$ cat src/rtl/tmds_gearbox_if.sv
// Lane-parallel symbol input and lockstep narrow output bundle for tmds_gearbox.
// The source side drives symbols and bitslip. The gearbox side returns ready,
// the serializer beats and the status signals.
interface tmds_gearbox_if #(
    parameter int NUM_CH = 4,
    parameter int IN_W   = 10,
    parameter int OUT_W  = 4
);
    localparam int LVL_W = $clog2(2 * IN_W + 1);

    logic [NUM_CH*IN_W-1:0]  i_pdata;
    logic                    i_valid;
    logic                    o_ready;
    logic                    i_bitslip;
    logic [NUM_CH*OUT_W-1:0] o_sdata;
    logic                    o_sdata_valid;
    logic                    o_underflow;
    logic [LVL_W-1:0]        o_level;

    modport master (
        output i_pdata, i_valid, i_bitslip,
        input  o_ready, o_sdata, o_sdata_valid, o_underflow, o_level
    );

    modport slave (
        input  i_pdata, i_valid, i_bitslip,
        output o_ready, o_sdata, o_sdata_valid, o_underflow, o_level
    );
endinterface

$ cat src/rtl/tmds_gearbox.sv
// Multi-lane IN_W -> OUT_W gearbox in front of the HDMI serializers.
// All lanes share a single bit count, so every lane pops and pushes in lockstep.
// Each lane buffer holds its oldest bit at index 0. A pop shifts the buffer right.
// A push ORs the new symbol in directly above the bits that remain after the pop.
//
//  state   | meaning
//  --------+-----------------------------------------------------------------
//  ST_FILL | priming or recovering; a missing pop here is not an underflow
//  ST_RUN  | streaming; the first edge without a pop sets the sticky underflow
module tmds_gearbox #(
    parameter int NUM_CH    = 4,
    parameter int IN_W      = 10,
    parameter int OUT_W     = 4,
    parameter int LSB_FIRST = 1
) (
    input  logic          i_clk,
    input  logic          i_rst,
    tmds_gearbox_if.slave bus
);
    localparam int CAP   = 2 * IN_W;
    localparam int LVL_W = $clog2(CAP + 1);
    // One extra bit so that level + IN_W cannot wrap in the room check.
    localparam int CW    = LVL_W + 1;

    typedef enum logic {
        ST_FILL = 1'b0,
        ST_RUN  = 1'b1
    } state_t;

    state_t                  state_q, state_d;
    logic [LVL_W-1:0]        cnt_q, cnt_d;
    logic                    slip_q, slip_d;
    logic [CAP-1:0]          buf_q [NUM_CH];
    logic [CAP-1:0]          buf_d [NUM_CH];
    logic [IN_W-1:0]         sym   [NUM_CH];
    logic [NUM_CH*OUT_W-1:0] sdata_q, sdata_d;
    logic                    sdata_valid_q;
    logic                    underflow_q, underflow_d;

    logic [CW-1:0]           take;
    logic [CW-1:0]           popped;
    logic [CW-1:0]           after_pop;
    logic                    pop;
    logic                    push;
    logic                    ready;

    // Pop/push decision from the start-of-cycle level.
    // A pending slip costs one extra bit on the next pop.
    always_comb begin
        take      = CW'(OUT_W) + CW'(slip_q);
        pop       = ({1'b0, cnt_q} >= take);
        popped    = pop ? take : '0;
        after_pop = {1'b0, cnt_q} - popped;
        ready     = !i_rst && ((after_pop + CW'(IN_W)) <= CW'(CAP));
        push      = bus.i_valid && ready;
        cnt_d     = LVL_W'(after_pop + (push ? CW'(IN_W) : '0));
        // Pulses are ignored while a slip is pending.
        // A pulse on the pop edge arms the following pop.
        slip_d    = slip_q ? !pop : bus.i_bitslip;
    end

    // Put each incoming lane symbol into transmit order, so bit 0 always leaves first.
    always_comb begin
        for (int c = 0; c < NUM_CH; c++) begin
            for (int i = 0; i < IN_W; i++) begin
                sym[c][i] = (LSB_FIRST != 0) ? bus.i_pdata[c*IN_W + i]
                                             : bus.i_pdata[c*IN_W + IN_W - 1 - i];
            end
        end
    end

    // Per-lane buffer update and beat extraction.
    // When a slip is pending, the oldest bit is skipped.
    always_comb begin
        sdata_d = sdata_q;
        for (int c = 0; c < NUM_CH; c++) begin
            buf_d[c] = pop ? (buf_q[c] >> take) : buf_q[c];
            if (push) begin
                buf_d[c] = buf_d[c] | (CAP'(sym[c]) << after_pop);
            end
            if (pop) begin
                for (int i = 0; i < OUT_W; i++) begin
                    sdata_d[c*OUT_W + i] = slip_q ? buf_q[c][i+1] : buf_q[c][i];
                end
            end
        end
    end

    // FSM next state: FILL becomes RUN on the first pop.
    // A pop miss while in RUN flags underflow and drops back to FILL.
    always_comb begin
        state_d     = state_q;
        underflow_d = underflow_q;
        case (state_q)
            ST_FILL: begin
                if (pop) begin
                    state_d = ST_RUN;
                end
            end
            ST_RUN: begin
                if (!pop) begin
                    state_d     = ST_FILL;
                    underflow_d = 1'b1;
                end
            end
            default: state_d = ST_FILL;
        endcase
    end

    // FSM state register and sticky underflow flag.
    always_ff @(posedge i_clk) begin
        if (i_rst) begin
            state_q     <= ST_FILL;
            underflow_q <= 1'b0;
        end else begin
            state_q     <= state_d;
            underflow_q <= underflow_d;
        end
    end

    // Datapath registers: level, slip pending, lane buffers and output beat.
    always_ff @(posedge i_clk) begin
        if (i_rst) begin
            cnt_q         <= '0;
            slip_q        <= 1'b0;
            sdata_q       <= '0;
            sdata_valid_q <= 1'b0;
            for (int c = 0; c < NUM_CH; c++) begin
                buf_q[c] <= '0;
            end
        end else begin
            cnt_q         <= cnt_d;
            slip_q        <= slip_d;
            sdata_q       <= sdata_d;
            sdata_valid_q <= pop;
            for (int c = 0; c < NUM_CH; c++) begin
                buf_q[c] <= buf_d[c];
            end
        end
    end

    assign bus.o_ready       = ready;
    assign bus.o_sdata       = sdata_q;
    assign bus.o_sdata_valid = sdata_valid_q;
    assign bus.o_underflow   = underflow_q;
    assign bus.o_level       = cnt_q;

endmodule

$ cat src/flat_wrapper.sv
// flat-port wrapper written by rule: the top's interface ports become plain ports
module tmds_gearbox_flat 
#(
    parameter int NUM_CH    = 4,
    parameter int IN_W      = 10,
    parameter int OUT_W     = 4,
    parameter int LSB_FIRST = 1
)
  (i_clk, i_rst, bus_i_pdata, bus_i_valid, bus_i_bitslip, bus_o_ready, bus_o_sdata, bus_o_sdata_valid, bus_o_underflow, bus_o_level);
  tmds_gearbox_if #(.NUM_CH(NUM_CH), .IN_W(IN_W), .OUT_W(OUT_W)) bus_i ();
  input  logic i_clk;
  input  logic i_rst;
  input wire logic [$bits(bus_i.i_pdata)-1:0] bus_i_pdata;
  input wire logic [$bits(bus_i.i_valid)-1:0] bus_i_valid;
  input wire logic [$bits(bus_i.i_bitslip)-1:0] bus_i_bitslip;
  output wire logic [$bits(bus_i.o_ready)-1:0] bus_o_ready;
  output wire logic [$bits(bus_i.o_sdata)-1:0] bus_o_sdata;
  output wire logic [$bits(bus_i.o_sdata_valid)-1:0] bus_o_sdata_valid;
  output wire logic [$bits(bus_i.o_underflow)-1:0] bus_o_underflow;
  output wire logic [$bits(bus_i.o_level)-1:0] bus_o_level;
  assign bus_i.i_pdata = bus_i_pdata;
  assign bus_i.i_valid = bus_i_valid;
  assign bus_i.i_bitslip = bus_i_bitslip;
  assign bus_o_ready = bus_i.o_ready;
  assign bus_o_sdata = bus_i.o_sdata;
  assign bus_o_sdata_valid = bus_i.o_sdata_valid;
  assign bus_o_underflow = bus_i.o_underflow;
  assign bus_o_level = bus_i.o_level;
  tmds_gearbox #(.NUM_CH(NUM_CH), .IN_W(IN_W), .OUT_W(OUT_W), .LSB_FIRST(LSB_FIRST)) u_core (.i_clk(i_clk), .i_rst(i_rst), .bus(bus_i));
endmodule
$ cat config.mk
export PLATFORM = sky130hd
export DESIGN_NAME = tmds_gearbox_flat
export DESIGN_NICKNAME = d
export VERILOG_FILES = /design/src/rtl/tmds_gearbox_if.sv /design/src/rtl/tmds_gearbox.sv /design/src/flat_wrapper.sv
export SDC_FILE = /design/constraint.sdc
export NUM_CORES = 1
export LEC_CHECK = 0
export CORE_MARGIN = 2
export CORE_UTILIZATION = 46
export DETAILED_ROUTE_END_ITERATION = 6
export PLACE_DENSITY_LB_ADDON = 0.3
export SLEW_MARGIN = 20
export SYNTH_ARGS = -nofsm -noshare
export SYNTH_HDL_FRONTEND = slang
export SYNTH_SLANG_ARGS = --single-unit
$ cat constraint.sdc
create_clock -name i_clk -period 9 [get_ports i_clk]
set_input_delay 0.9 -clock i_clk [delete_from_list [all_inputs] [get_ports i_clk]]
set_output_delay 0.9 -clock i_clk [all_outputs]
set_load 0.01 [all_outputs]
==> summary.txt <==
Die
  • IO Pins: 68
  • # rows: 45
  • Die width: 129 um
  • Initial Utilization: 47.4%
  • Die Ht: 129 um
  • Die area: 16700 um^2
  • Core footprint: 15300 um^2

Worst setup path
  • Critical Path End Type: output pin
  • Data required, critical path: 8100 ps
  • Crit path DAT: 6120 ps
  • Setup CP Type: reg2out
  • CP Launch Type: flop
  • Critical Path Fanout Max: 61

Synthesis
  • Part of the Yosys area used for sequential elements: 28.8%
  • Number of synthesized flops with an enable pin: 0
  • Prevailing post-synth register cell: dfxtp_1
  • Post-synth ARST share: 0%
  • Syn Nets: 937
  • Mapped cell area: 7230 um^2
  • Cell variety after synth: 60
  • Yosys warnings: 0
  • Main area contributors after synthesis: dfxtp_1, mux2i_1, nor2_1, a21oi_1, o22ai_1
  • Share of the synthesized area in the top cell type: 28.8%
  • Yosys top cell by area: dfxtp_1
  • Seq cells post-synth: 104
  • Synthesized netlist cell count: 885
  • Syn_area_per_cell: 8.17 um^2

Worst hold path
  • Hold WC Path Type: reg2reg

GRT
  • Grt ovf: 0
  • Vias in the first global route: 5951
  • GRT Total Usage: 25.1%
  • First-pass GRT wire length: 33.0 mm
  • Largest net degree at the start of global routing: 74
  • Initial antenna violation count: 0

Clock network
  • CTS sink cnt: 104
  • Worst-path clk slew: 70 ps
  • Post-CTS Setup Inserts: 0
  • Hold buffer count at cts: 0
  • Number of gates resized after cts: 0
  • H-tree depth: 3
  • TritonCTS clock tree: built
  • CTS Root Cell: clkbuf_16
  • Clock Tree Buf Depth: 2
  • CTS buffer count: 9
  • Clk Latency, worst-skew pair: 360 ps

Layout
  • Most frequent cells in the layout: mux2i_1, nor2_1, dfxtp_1
  • ANT cells: 0
  • Nets@finish: 941
  • Area delta synth->final: 13.3%
  • Share of cells above drive strength 1: 7.05%
  • Commonest non-fill, non-tap cell in the layout: mux2i_1

Drt
  • Vias after detailed routing: 6931
  • Final WL: 20.9 mm
  • Per-cell routed wire length: 18.9 um
  • Remaining antenna violation count: 0
  • DR DRC count: 0
  • First-pass DRT Iterations: 6
  • Number of vias per cell: 6.28
  • DR iter-0 viols: 862

Job
  • Max_cap viols: 0

Placed design
  • Port Buf Inserts: 67
  • Worst slack, placed: 1920 ps
  • GPL Wtd Cong: 0.919
  • DPL Wire Length: 14.6 mm

Timing
  • Crit share post-route: 78.0%
  • RSZ-0062 raised after global routing: false
  • Measured slew at the worst slew-check pin: 998 ps
  • Fin crit period: 7020 ps
  • Fmax: 142 MHz
  • Slew HR: 33.5%
  • Final Max Tran Viols: 0
  • Post-Route Skew: 10.4 ps
  • Post-route setup slack: 1980 ps
  • Setup TNS: 0 ps
  • # setup viols final: 0
  • Hold violation count in the final report: 0

Status
  • Status: finished clean
## cell usage after synthesis (2+ instances only)
cell type	n
a2111oi_0	3
inv_1	21
xnor2_2	2
and2_1	2
nor3b_1	4
buf_4	2
xnor2_1	3
dfxtp_1	104
nand2b_1	10
nor2b_1	7
mux4_2	8
nand3_1	11
a311oi_1	5
nor3_1	15
nand2_1	36
nand4_1	7
ha_1	8
buf_6	4
o21ai_1	2
a22o_1	2
buf_1	12
a21boi_0	3
o21ai_0	36
o2bb2ai_1	4
a32o_1	16
or3_1	2
o21a_1	3
o32ai_1	10
a211oi_1	25
a2bb2oi_1	4
buf_2	23
mux2_2	11
a21oi_1	83
nor2_2	2
o22ai_1	54
clkbuf_1	46
a22oi_1	10
o211a_1	3
o211ai_1	9
mux2i_1	133
a31oi_1	7
nor2_1	115
## registers in the layout, summed over array words and instances (netlist names)
| signal | flops |
|---|---|
| u_core.slip_q | 1 |
| u_core.bus.o_sdata | 16 |
| u_core.buf_q | 80 |
| u_core.bus.o_underflow | 1 |
| u_core.bus.o_level | 5 |
| u_core.bus.o_sdata_valid | 1 |
## routing by layer
metal | GRT usage, % | part of all wire (%) | vias up
met2 | 34.0 | 40 | 395
met4 | 6.71 | 1.6 | 0
met1 | 39.7 | 48 | 3204
li1 | - | - | 3306
met5 | 0 | 0 | -
met3 | 5.08 | 10 | 26
## cells by family (layout without fill, tap and decap cells)
kind of cell,Yosys count,in the layout,synth area share [%]
compound gates,287,287,26.3
simple gates,217,217,13.4
mux,152,152,22.6
buf+inv,111,119,6.69
flops,104,104,28.8
fa+ha+maj,8,8,1.38
xor+xnor,6,6,0.934
## worst max-delay path, stage by stage (launching register included)
cell and delay [ps]:
dfxtp_4 460, ha_1 320, nor2_1 40, nand2_1 90, a211o_2 520, clkinv_2 760, ha_1 960, xnor2_4 170
buf_4 500, inv_1 130, ha_1 300, o21ai_0 160, a211oi_1 300, o22ai_1 120, a22o_1 260, nor2b_1 150
clkdlybuf4s50_1 500
## worst paths after layout
check | from | end | slack, ps | depth (start not counted)
setup / recovery | u_core.slip_q | bus_o_ready | 1980 | 16
hold / removal | u_core.bus.o_underflow | u_core.bus.o_underflow | 480 | 2
setup reg to reg | u_core.slip_q | u_core.bus.o_level[4] | 2630 | 20
hold reg to reg | u_core.bus.o_underflow | u_core.bus.o_underflow | 480 | 2
## cell type report
type / instances / area (um^2)
timing repair buffer: 81 / 771
multi-input combinational: 670 / 4680
sequential: 104 / 2090
fill: 1449 / 7060
clock inverter: 4 / 52.6
inverter: 23 / 87.6
clock buffer: 11 / 253
tap: 211 / 264
## through the flow
stage	area [um^2]	util, %	hold WS (ps)	cells
5_1_grt	8200	53.7	508	1104
4_1_cts	8200	53.7	489	1104
3_3_place_gp	7890	51.7	453	1089
2_1_floorplan	7230	-	455	885
6_report	8200	53.7	482	1104
3_5_place_dp	7890	51.7	467	1089
Power is not shown: default switching activity piles up to over one toggle a cycle in this logic, so the estimate is an artifact.
